==> config.mk <==
export PLATFORM = sky130hd
export DESIGN_NAME = fir_sym_tdm_flat
export DESIGN_NICKNAME = d
export VERILOG_FILES = /design/src/rtl/fir_pkg.sv /design/src/rtl/fir_sym_tdm_if.sv /design/src/rtl/fir_round_sat.sv /design/src/rtl/fir_sym_tdm.sv /design/src/flat_wrapper.sv
export SDC_FILE = /design/constraint.sdc
export NUM_CORES = 2
export LEC_CHECK = 0
export ABC_CLOCK_PERIOD_IN_PS = 10280
export CAP_MARGIN = 30
export CORE_ASPECT_RATIO = 1.2
export CORE_MARGIN = 2
export CORE_UTILIZATION = 25
export CTS_BUF_LIST = sky130_fd_sc_hd__clkbuf_16
export CTS_CLUSTER_DIAMETER = 200
export DETAILED_ROUTE_END_ITERATION = 6
export SLEW_MARGIN = 20
export SYNTH_ARGS = -nofsm -noshare
export SYNTH_HDL_FRONTEND = slang
export SYNTH_SLANG_ARGS = --single-unit
==> constraint.sdc <==
create_clock -name clk -period 10.28 [get_ports clk]
set_input_delay 1.028 -clock clk [delete_from_list [all_inputs] [get_ports clk]]
set_output_delay 1.028 -clock clk [all_outputs]
set_load 0.005 [all_outputs]
==> src/rtl/fir_pkg.sv <==
// Shared constants, FSM state type and width helpers for the symmetric TDM FIR.
package fir_pkg;

    localparam int WD_DEFAULT    = 24;
    localparam int N_TAP_DEFAULT = 32;
    localparam int N_CH_DEFAULT  = 2;
    localparam int CW_DEFAULT    = 18;

    typedef enum logic [1:0] {
        IDLE  = 2'd0,
        MAC   = 2'd1,
        ROUND = 2'd2,
        OUT   = 2'd3
    } state_t;

    // Pre-add (wd+1) times coefficient (cw) gives wd+cw+1 bits; n_tap/2 of
    // those are summed, so log2(n_tap/2) guard bits keep the sum exact.
    function automatic int acc_w(input int wd, input int cw, input int n_tap);
        return wd + cw + 1 + $clog2(n_tap / 2);
    endfunction

    // Channel index width, never narrower than one bit.
    function automatic int ch_w(input int n_ch);
        return (n_ch > 1) ? $clog2(n_ch) : 1;
    endfunction

endpackage

==> src/rtl/fir_sym_tdm_if.sv <==
// Sample stream, filtered output stream and coefficient write port of the FIR.
interface fir_sym_tdm_if
    import fir_pkg::*;
#(
    parameter int WD    = WD_DEFAULT,
    parameter int N_TAP = N_TAP_DEFAULT,
    parameter int N_CH  = N_CH_DEFAULT,
    parameter int CW    = CW_DEFAULT
) ();

    localparam int CHW = ch_w(N_CH);
    localparam int AW  = $clog2(N_TAP / 2);

    logic [WD-1:0]  sam_in;
    logic [CHW-1:0] sam_ch;
    logic           in_valid;
    logic           in_ready;

    logic [WD-1:0]  data_out;
    logic [CHW-1:0] out_ch;
    logic           out_valid;
    logic           out_ready;

    logic           coef_we;
    logic [AW-1:0]  coef_addr;
    logic [CW-1:0]  coef_data;
    logic           coef_ack;

    // Producer/consumer side: drives samples, coefficients and out_ready.
    modport master (
        output sam_in, sam_ch, in_valid,
        input  in_ready,
        input  data_out, out_ch, out_valid,
        output out_ready,
        output coef_we, coef_addr, coef_data,
        input  coef_ack
    );

    // Filter side.
    modport slave (
        input  sam_in, sam_ch, in_valid,
        output in_ready,
        output data_out, out_ch, out_valid,
        input  out_ready,
        input  coef_we, coef_addr, coef_data,
        output coef_ack
    );

endinterface

==> src/rtl/fir_round_sat.sv <==
// Round-half-up arithmetic right shift followed by saturation to OUT_W bits.
module fir_round_sat #(
    parameter int IN_W  = 47,
    parameter int OUT_W = 24,
    parameter int SHIFT = 17
) (
    input  logic signed [IN_W-1:0]  din,
    output logic signed [OUT_W-1:0] dout
);

    // One extra bit so the rounding bias can never wrap the input.
    localparam logic signed [IN_W:0] RND_BIAS = (IN_W + 1)'(1) << (SHIFT - 1);
    localparam logic signed [IN_W:0] MAX_V =
        {{(IN_W - OUT_W + 2){1'b0}}, {(OUT_W - 1){1'b1}}};
    localparam logic signed [IN_W:0] MIN_V =
        {{(IN_W - OUT_W + 2){1'b1}}, {(OUT_W - 1){1'b0}}};

    function automatic logic signed [IN_W:0] round_shift(input logic signed [IN_W-1:0] v);
        logic signed [IN_W:0] b;
        b = (IN_W + 1)'(v) + RND_BIAS;
        return b >>> SHIFT;
    endfunction

    function automatic logic signed [OUT_W-1:0] saturate(input logic signed [IN_W:0] v);
        if (v > MAX_V) begin
            return MAX_V[OUT_W-1:0];
        end else if (v < MIN_V) begin
            return MIN_V[OUT_W-1:0];
        end
        return v[OUT_W-1:0];
    endfunction

    assign dout = saturate(round_shift(din));

endmodule

==> src/rtl/fir_sym_tdm.sv <==
// Time-multiplexed symmetric FIR: one shared MAC folds the tap pairs of the
// selected channel, then rounds/saturates and hands the result out.
module fir_sym_tdm
    import fir_pkg::*;
#(
    parameter int WD    = WD_DEFAULT,
    parameter int N_TAP = N_TAP_DEFAULT,
    parameter int N_CH  = N_CH_DEFAULT,
    parameter int CW    = CW_DEFAULT
) (
    input  logic         clk,
    input  logic         rst,
    fir_sym_tdm_if.slave bus
);

    localparam int HALF  = N_TAP / 2;
    localparam int CHW   = ch_w(N_CH);
    localparam int AW    = $clog2(HALF);
    localparam int TW    = $clog2(N_TAP);
    localparam int ACC_W = acc_w(WD, CW, N_TAP);
    localparam int PW    = WD + CW + 1;

    localparam logic [CHW:0]  NCH_V  = (CHW + 1)'(N_CH);
    localparam logic [AW-1:0] K_LAST = AW'(HALF - 1);

    state_t                   state;
    logic [AW-1:0]            k_p1;
    logic [CHW-1:0]           ch_p0;
    logic signed [ACC_W-1:0]  acc_p1;

    logic signed [WD-1:0]     dl   [N_CH][N_TAP];
    logic signed [CW-1:0]     coef [HALF];

    logic                     accept;
    logic                     in_range;
    logic                     coef_acc;

    logic [TW-1:0]            lo_idx;
    logic [TW-1:0]            hi_idx;
    logic signed [WD-1:0]     x_lo;
    logic signed [WD-1:0]     x_hi;
    logic signed [CW-1:0]     c_k;
    logic signed [WD:0]       pre;
    logic signed [PW-1:0]     prod;
    logic signed [ACC_W-1:0]  acc_next;
    logic signed [WD-1:0]     rnd;

    assign accept   = bus.in_valid && bus.in_ready;
    assign in_range = {1'b0, bus.sam_ch} < NCH_V;
    // A sample acceptance on the same edge wins over a coefficient write.
    assign coef_acc = bus.coef_we && (state == IDLE) && !accept;

    // Tap pair k and N_TAP-1-k share coefficient k, so add them before multiplying.
    assign lo_idx   = TW'(k_p1);
    assign hi_idx   = TW'(N_TAP - 1) - lo_idx;
    assign x_lo     = dl[ch_p0][lo_idx];
    assign x_hi     = dl[ch_p0][hi_idx];
    assign c_k      = coef[k_p1];
    assign pre      = (WD + 1)'(x_lo) + (WD + 1)'(x_hi);
    assign prod     = PW'(pre) * PW'(c_k);
    assign acc_next = acc_p1 + ACC_W'(prod);

    fir_round_sat #(
        .IN_W  (ACC_W),
        .OUT_W (WD),
        .SHIFT (CW - 1)
    ) u_round_sat (
        .din  (acc_p1),
        .dout (rnd)
    );

    // Control FSM: accept, fold N_TAP/2 tap pairs, round, then hold the result.
    always_ff @(posedge clk or negedge rst) begin
        if (!rst) begin
            state         <= IDLE;
            k_p1          <= '0;
            ch_p0         <= '0;
            acc_p1        <= '0;
            bus.in_ready  <= 1'b0;
            bus.data_out  <= '0;
            bus.out_ch    <= '0;
            bus.out_valid <= 1'b0;
            bus.coef_ack  <= 1'b0;
        end else begin
            bus.coef_ack <= coef_acc;
            unique case (state)
                IDLE: begin
                    bus.in_ready <= 1'b1;
                    // Out-of-range channels are consumed here without leaving IDLE.
                    if (accept && in_range) begin
                        bus.in_ready <= 1'b0;
                        ch_p0        <= bus.sam_ch;
                        acc_p1       <= '0;
                        k_p1         <= '0;
                        state        <= MAC;
                    end
                end
                MAC: begin
                    acc_p1 <= acc_next;
                    k_p1   <= k_p1 + AW'(1);
                    if (k_p1 == K_LAST) begin
                        state <= ROUND;
                    end
                end
                ROUND: begin
                    bus.data_out  <= rnd;
                    bus.out_ch    <= ch_p0;
                    bus.out_valid <= 1'b1;
                    state         <= OUT;
                end
                OUT: begin
                    if (bus.out_ready) begin
                        bus.out_valid <= 1'b0;
                        bus.in_ready  <= 1'b1;
                        state         <= IDLE;
                    end
                end
                default: begin
                    state <= IDLE;
                end
            endcase
        end
    end

    // Per-channel delay lines and the shared half-length coefficient table.
    always_ff @(posedge clk or negedge rst) begin
        if (!rst) begin
            for (int c = 0; c < N_CH; c++) begin
                for (int i = 0; i < N_TAP; i++) begin
                    dl[c][i] <= '0;
                end
            end
            for (int i = 0; i < HALF; i++) begin
                coef[i] <= '0;
            end
        end else begin
            if (accept && in_range) begin
                for (int c = 0; c < N_CH; c++) begin
                    if (CHW'(c) == bus.sam_ch) begin
                        dl[c][0] <= bus.sam_in;
                        for (int i = 1; i < N_TAP; i++) begin
                            dl[c][i] <= dl[c][i-1];
                        end
                    end
                end
            end
            if (coef_acc) begin
                coef[bus.coef_addr] <= bus.coef_data;
            end
        end
    end

endmodule

==> src/flat_wrapper.sv <==
// flat-port wrapper written by rule: the top's interface ports become plain ports
module fir_sym_tdm_flat import fir_pkg::*;
#(
    parameter int WD    = WD_DEFAULT,
    parameter int N_TAP = N_TAP_DEFAULT,
    parameter int N_CH  = N_CH_DEFAULT,
    parameter int CW    = CW_DEFAULT
)
  (clk, rst, bus_sam_in, bus_sam_ch, bus_in_valid, bus_in_ready, bus_data_out, bus_out_ch, bus_out_valid, bus_out_ready, bus_coef_we, bus_coef_addr, bus_coef_data, bus_coef_ack);
  fir_sym_tdm_if #(.WD(WD), .N_TAP(N_TAP), .N_CH(N_CH), .CW(CW)) bus_i ();
  input  logic clk;
  input  logic rst;
  input wire logic [$bits(bus_i.sam_in)-1:0] bus_sam_in;
  input wire logic [$bits(bus_i.sam_ch)-1:0] bus_sam_ch;
  input wire logic [$bits(bus_i.in_valid)-1:0] bus_in_valid;
  output wire logic [$bits(bus_i.in_ready)-1:0] bus_in_ready;
  output wire logic [$bits(bus_i.data_out)-1:0] bus_data_out;
  output wire logic [$bits(bus_i.out_ch)-1:0] bus_out_ch;
  output wire logic [$bits(bus_i.out_valid)-1:0] bus_out_valid;
  input wire logic [$bits(bus_i.out_ready)-1:0] bus_out_ready;
  input wire logic [$bits(bus_i.coef_we)-1:0] bus_coef_we;
  input wire logic [$bits(bus_i.coef_addr)-1:0] bus_coef_addr;
  input wire logic [$bits(bus_i.coef_data)-1:0] bus_coef_data;
  output wire logic [$bits(bus_i.coef_ack)-1:0] bus_coef_ack;
  assign bus_i.sam_in = bus_sam_in;
  assign bus_i.sam_ch = bus_sam_ch;
  assign bus_i.in_valid = bus_in_valid;
  assign bus_in_ready = bus_i.in_ready;
  assign bus_data_out = bus_i.data_out;
  assign bus_out_ch = bus_i.out_ch;
  assign bus_out_valid = bus_i.out_valid;
  assign bus_i.out_ready = bus_out_ready;
  assign bus_i.coef_we = bus_coef_we;
  assign bus_i.coef_addr = bus_coef_addr;
  assign bus_i.coef_data = bus_coef_data;
  assign bus_coef_ack = bus_i.coef_ack;
  fir_sym_tdm #(.WD(WD), .N_TAP(N_TAP), .N_CH(N_CH), .CW(CW)) u_core (.clk(clk), .rst(rst), .bus(bus_i));
endmodule
After elaboration in Yosys (flattened, before gate mapping)
Index checks and enable logic that the tools add are counted.
{ "classes": {"addsub": 5, "mul": 1, "n_lt_le_gt_ge": 8, "n_eq_ne": 7, "mux": 33, "bitwise_logic": 6, "n_reduce_logical": 16} }
{ "ops": {"columns": ["cell", "n"], "rows": [
  ["768-bit two-way mux", 3],
  ["288-bit bitwise mux", 1],
  ["24-bit binary-select mux with 5-bit select", 2],
  ["24-bit two-way mux", 7],
  ["47-bit one-hot mux with 2 select lines", 1],
  ["18-bit binary-select mux with 4-bit select", 1],
  ["18-bit demux with 4-bit select", 1],
  ["18-bit two-way mux", 3],
  ["47-bit by 18-bit adder with 48-bit output, second input constant", 1],
  ["47-bit by 43-bit adder with 47-bit output", 1],
  ["47-bit two-way mux", 1],
  ["25-bit by 18-bit multiplier with 43-bit output", 1],
  ["31-bit by 24-bit > comparator with 1-bit output, second input constant", 1],
  ["31-bit by 24-bit less-than comparator with 1-bit output, second input constant", 1],
  ["24-bit by 24-bit adder with 25-bit output", 1],
  ["6-bit >= comparator, second input constant", 2],
  ["2-bit AND reduction", 6],
  ["5-bit >= comparator, second input constant", 2],
  ["4-bit inverter with 5-bit output", 2],
  ["2-bit one-hot mux with 4 select lines", 1],
  ["4-bit one-hot mux with 2 select lines", 1],
  ["2-bit two-way mux", 3],
  ["4-bit inverter with 6-bit output", 1],
  ["5-bit inverter with 6-bit output", 1],
  ["other kinds (19)", 31]
]} }
{ "word_totals": {"regBits": 1906, "in_bits": 52, "out_inout_bits": 28, "elab_cells": 165} }

Logic depth before layout (Yosys ltp)
{ "logic_depth": {"word_depth": 11, "depth_mapped": 44, "ltp_nobuf": 37} }

Cells and area by module
A second synthesis with hierarchy kept.
{ "unflattened": {"cells_unflattened": 7254, "area_unflattened_um2": 104670.4} }
{ "modules_own_cells": {"columns": ["module", "instances", "cells_per_inst", "area_per_inst_um2", "seq_area_each_um2"], "rows": [
  ["fir_sym_tdm", 1, 7132, 103855.9, 47695.7],
  ["fir_round_sat", 1, 122, 814.5, 0.0]
]} }

Worst setup path before layout
No wires, ideal clock.
{ "synth_timing": {"kind": "reg2reg", "from": "reg u_core.k_p1[0]", "to": "reg u_core.acc_p1[44]", "setup_ps": 133, "arrival_time_ps": 10990, "required_ps": 10147, "path_slack_ps": -844, "path_stages_with_launch": 45, "n_path_buf": 7, "period_less_slack_ps": 11124, "path_cell_list": "dfrtp_1 buf_2 buf_2 buf_2 buf_2 buf_1 mux4_2 mux4_2 mux2_2 ha_1 inv_1 fa_1 nor2b_1 o21a_1 o21ai_1 a211oi_1 o31ai_2 a211oi_1 [... 9 more ...] inv_1 fa_1 fa_1 inv_1 fa_1 inv_1 ha_1 ha_1 clkbuf_1 a21oi_1 o21ai_0 a21o_1 a21oi_1 o21bai_1 a21o_1 a21oi_1 xor2_1 o21ai_0"} }
{ "synth_via": {"elab_chain_len": 9, "elab_cells_between_ends": 17, "classes_between": "3 x add/sub; 1 x mul; 10 x mux; 3 x bitwise"} }
{ "synth_lines": {"columns": ["item", "line_no", "text"], "rows": [
  ["start, declared", "fir_sym_tdm.sv:27", "logic [AW-1:0] k_p1;"],
  ["start signal, assigned", "fir_sym_tdm.sv:100", "k_p1 <= k_p1 + AW'(1);"],
  ["5-bit by 4-bit subtractor with 5-bit output", "fir_sym_tdm.sv:55", "assign hi_idx = TW'(N_TAP - 1) - lo_idx;"],
  ["5-bit inverter with 6-bit output (implied by the code)", "fir_sym_tdm.sv:57", "assign x_hi = dl[ch_p0][hi_idx];"],
  ["24-bit binary-select mux with 5-bit select", "fir_sym_tdm.sv:57", null],
  ["24-bit two-way mux (implied by the code) (2 in series)", "fir_sym_tdm.sv:57", null],
  ["24-bit by 24-bit adder with 25-bit output", "fir_sym_tdm.sv:59", "assign pre = (WD + 1)'(x_lo) + (WD + 1)'(x_hi);"],
  ["25-bit by 18-bit multiplier with 43-bit output (*)", "fir_sym_tdm.sv:60", "assign prod = PW'(pre) * PW'(c_k);"],
  ["47-bit by 43-bit adder with 47-bit output (*)", "fir_sym_tdm.sv:61", "assign acc_next = acc_p1 + ACC_W'(prod);"],
  ["47-bit one-hot mux with 2 select lines (*)", "fir_sym_tdm.sv:86", "unique case (state)"],
  ["end signal, assigned", "fir_sym_tdm.sv:99", "acc_p1 <= acc_next;"],
  ["end, declared", "fir_sym_tdm.sv:29", "logic signed [ACC_W-1:0] acc_p1;"]
]} }
Every way passes the cells marked *; elsewhere a longest branch is shown, timed or not. The select of a mux whose other input is x is not followed.
A chain may end at the register's enable or synchronous reset.

Worst setup path in the final report
{ "layout_timing": {"from": "reg u_core.ch_p0", "to": "reg u_core.acc_p1[44]"} }
{ "layout_via": {"elab_chain_len": 11, "elab_cells_between_ends": 14, "classes_between": "2 x add/sub; 1 x mul; 10 x mux; 1 x bitwise"} }
{ "layout_lines": {"columns": ["item", "line_no", "text"], "rows": [
  ["start, declared", "fir_sym_tdm.sv:28", "logic [CHW-1:0] ch_p0;"],
  ["start signal, assigned", "fir_sym_tdm.sv:92", "ch_p0 <= bus.sam_ch;"],
  ["1-bit inverter with 2-bit output (implied by the code) (*)", "fir_sym_tdm.sv:56, fir_sym_tdm.sv:57", null],
  ["768-bit two-way mux (implied by the code) (*) (3 in series)", "fir_sym_tdm.sv:56, fir_sym_tdm.sv:57", null],
  ["24-bit binary-select mux with 5-bit select, on equally long branches", "fir_sym_tdm.sv:56, fir_sym_tdm.sv:57", null],
  ["24-bit two-way mux, on equally long branches (2 in series)", "fir_sym_tdm.sv:56, fir_sym_tdm.sv:57", null],
  ["24-bit by 24-bit adder with 25-bit output (*)", "fir_sym_tdm.sv:59", null],
  ["25-bit by 18-bit multiplier with 43-bit output (*)", "fir_sym_tdm.sv:60", null],
  ["47-bit by 43-bit adder with 47-bit output (*)", "fir_sym_tdm.sv:61", null],
  ["47-bit one-hot mux with 2 select lines (*)", "fir_sym_tdm.sv:86", null]
]} }
Marked as above.

==> summary by stage <==
Critical path
The slowest cell on the critical path is fa_1. In this run the critical register-to-register path is launched from u_core.ch_p0$_DFFE_PN0P_. The required time at the endpoint of the critical path is 10.99 ns.

The most common cell type on the critical path is fa_1. Data arrives at the worst endpoint at approximately 11 ns. The most critical setup path has its startpoint at u_core.ch_p0$_DFFE_PN0P_. The critical path class is flop to flop. The highest net fanout along the worst path is 8. The worst setup path is captured at a flop.

For this run, the slowest stage of the critical path takes approximately 0.54 ns. The type of origin of the critical path is a flop.

Synth
The share of synthesized flip-flops with an asynchronous set or reset is 100.0%. The average cell area after synthesis is between 10 and 15 sq um. Summed over its instances, the top area cell type makes up between 40% and 50% of the synthesized netlist area. The synthesized netlist contains between 60 and 70 unique library cells. The synthesized netlist occupies a cell area of 104,200 sq um. The post-synthesis register bit count is ~1,900.

The commonest cells after synthesis are 1,906 x dfrtp_1, 1,877 x mux2_2, 631 x inv_1. The yosys synthesis warning count is 0. The dominant synthesized flop cell is dfrtp_1. Sequential elements use between 40% and 50% of the synthesized area. Summed over all instances, the cell type with the most area after synthesis is dfrtp_1. After synthesis, the cell types taking the most area are dfrtp_1 46%, mux2_2 20%, mux4_2 12%, fa_1 9.7%, inv_1 2.3%. The most common cell in the synthesized netlist is dfrtp_1. The number of flops mapped to enable cells by yosys is 0. The number of nets handed over by synthesis was approximately 8,000. The number of cells produced by synthesis is 7,234.

Global route
The first-pass GRT wire length is 380,700 microns. The total track usage is about 11%. The largest net degree at the start of global routing is ~190. The initial antenna violation count was 9. Summed over all layers, the global routing overflow is 0. The number of global-route vias before repair is roughly 66,000.

Floorplan
In this run the horizontal extent of the chip is ~590 microns. The starting density of the core is 25.13%. The number of placement rows is 259.

The floorplan step set the die height to 711.3 microns. The I/O pin total is 80. The area of the die is around 420,000 sq um.

The region available for standard cell placement spans 414,800 sq um.

CTS
In this run, CTS created clock tree buffers numbering about 190. TritonCTS built the clock tree. The maximum root-to-sink buffer count is 4. The insertion delay of the later-clocked pin in the worst-skew pair is 0.85 ns.

CTS saw 1,906 sinks. The clock tree synthesis step divided the H-tree into 4 levels. The CTS root buffer is clkbuf_16. The clock input transition at the sequential cells of the worst setup and hold paths is 0.06 ns. Hold repair after CTS inserted 0 buffers.

Hold path
The path class of the tightest hold or removal check is primary input to asynchronous set/reset pin.

Detailed routing
The post-route DRC violation count is 0. Dividing the detail-routed wire length by the instance count gives 17.88 microns. Summed over all layers, the routed wires come to roughly 240,000 microns. For this block, the initial DRC count from the detailed router was roughly 3,000. The number of vias per cell is ~4.5. The pre-antenna-repair detailed-routing pass consisted of 5 iterations. The remaining number of nets flagged by the antenna check after routing is 0. The via total after detailed routing is ~60,000.

Layout
The number of nets at the end of the flow is roughly 8,300. The filler cells instantiated in the layout total 41,010. In the final layout, the share of cells above drive strength 1 is about 44%. Relative to the synthesized area, the layout overhead comes to 17.34%. The area taken by multi-input logic gates is about 54,000 sq um.

The sequential standard cell area is approximately 48,000 sq um.

Timing
The maximum operating frequency is between 90 and 100 MHz. Across all setup checks in the final design, the least slack found is -0.02049 ns. The minimum period implied by the final worst setup slack is slightly above 10 ns.

Setup violations remaining at the end of the flow were counted as 2. The worst slew margin relative to its limit is 22.57%. Setup repair after global routing could not meet its margin everywhere. The final clock period utilization by the worst path is 100.2%. The final hold violation count was 0. The final max-slew violation count is 0.

For the pin with the worst max-slew slack, the measured transition is 1.161 ns. The sum of negative setup slack is -0.03561 ns. The worst clock skew on the final layout is between 0.07 and 0.08 ns.

Placed design
The HPWL reported at the end of detailed placement is roughly 160,000 microns. At the end of routability-driven placement, the weighted congestion stood at approximately 0.86. Port buffering added 79 buffers.

Run status
The flow ran to the end, but the final reports show violations. The checks that failed: setup timing.

Job
Across the run, the number of max-cap violations was 0.
## cells in the final DEF (no fill, tap or decap), types with 58 or more instances in the layout
| master | synthesis | final |
|---|---|---|
| inv_1 | 631 | 657 |
| clkdlybuf4s50_1 | 0 | 78 |
| nor2_1 | 113 | 110 |
| mux2_2 | 1877 | 1873 |
| ha_1 | 164 | 117 |
| mux4_2 | 565 | 565 |
| xnor2_1 | 64 | 58 |
| buf_12 | 0 | 60 |
| and2_1 | 94 | 93 |
| nand2_1 | 348 | 342 |
| o21ai_0 | 83 | 67 |
| clkbuf_16 | 0 | 188 |
| dfrtp_1 | 1906 | 1901 |
| fa_1 | 505 | 497 |
| buf_4 | 1 | 395 |
## worst max-delay path: cells and delay by family (launching register included)
family | cells | cell delay (ns)
AND/OR/NAND/NOR | 2 | 0.19
buffers and inverters | 14 | 1.67
adder cells (fa/ha/maj) | 9 | 3.71
AO/OA/AOI/OAI | 13 | 2.43
flip-flops | 1 | 0.49
XOR/XNOR | 2 | 0.45
multiplexers | 3 | 1.22
## kinds of logic (layout without fill, tap and decap cells)
| logic type | Yosys count | count (layout) | share of synthesized area (%) |
|---|---|---|---|
| AO/OA/AOI/OAI | 310 | 310 | 2.041 |
| XOR/XNOR | 85 | 85 | 0.7142 |
| adder cells (fa/ha/maj) | 669 | 669 | 11.67 |
| buffers and inverters | 1075 | 1536 | 3.920 |
| flip-flops | 1906 | 1906 | 45.76 |
| multiplexers | 2454 | 2454 | 32.60 |
| other | 0 | 1 | 0 |
| AND/OR/NAND/NOR | 735 | 735 | 3.300 |
## worst paths after layout
| kind | depth (start not counted) | to | slack (ns) |
|---|---|---|---|
| min reg2reg | 1 | u_core.dl[1188]$_DFFE_PN0P_ | 0.48 |
| max reg2reg | 43 | u_core.acc_p1[44]$_DFFE_PN0P_ | -0.02 |
| max in group asynchronous | 4 | u_core.coef[29]$_DFFE_PN0P_ | 7.52 |
| min | 1 | u_core.dl[1505]$_DFFE_PN0P_ | 0.22 |
| min in group clk | 1 | u_core.dl[1188]$_DFFE_PN0P_ | 0.48 |
| max | 43 | u_core.acc_p1[44]$_DFFE_PN0P_ | -0.02 |
## registers in the layout, summed over array words and instances, names as in the netlist
register              cells
u_core.k_p1               4
u_core.bus.in_ready       1
u_core.bus.coef_ack       1
u_core.state              2
u_core.ch_p0              1
u_core.bus.out_ch         1
u_core.coef             288
u_core.bus.data_out      24
u_core.dl              1536
u_core.acc_p1            47
u_core.bus.out_valid      1
## layer usage
layer	share of wire (%)	track usage, %	up-vias
li1	-	-	26100
met1	42	13.56	32120
met2	52	20.08	923
met3	3.2	1.341	405
met4	2.8	3.352	4
met5	0.011	0	-
## through the flow
| step | util (%) | hold WS (ns) | cell area (sq um) | cells | setup WS (ns) |
|---|---|---|---|---|---|
| 6_report | 29.49 | 0.2169 | 122300 | 13180 | -0.02049 |
| 4_1_cts | 29.22 | 0.2243 | 121200 | 13160 | -0.02052 |
| 3_5_place_dp | 27.55 | 0.4800 | 114300 | 12790 | -1.044 |
| 2_1_floorplan | - | 0.4485 | 104500 | 7234 | 0.005217 |
| 3_3_place_gp | 27.54 | 0.4709 | 114200 | 12790 | -1.021 |
| 5_1_grt | 29.49 | 0.2864 | 122300 | 13180 | -0.4325 |
## what timing repair did
action	in CTS	in global routing
cloned	9	1
pin swaps	26	60
buffers inserted	35	12
endpoints found under the hold margin	0	0
resized for setup	95	143
endpoints found under the setup margin	29	22
## layout make-up
cell class,count,area share (%)
multi-input combinational,4253,43.83
sequential,1906,39.01
tap,5481,5.607
timing repair buffer,585,4.887
clock buffer,187,3.826
inverter,631,1.943
clock inverter,133,0.8992
antenna,1,0.002046
Power is left out: the tool's default activity adds up to more than one toggle a clock period on the data nets, which glitch-free logic cannot reach.
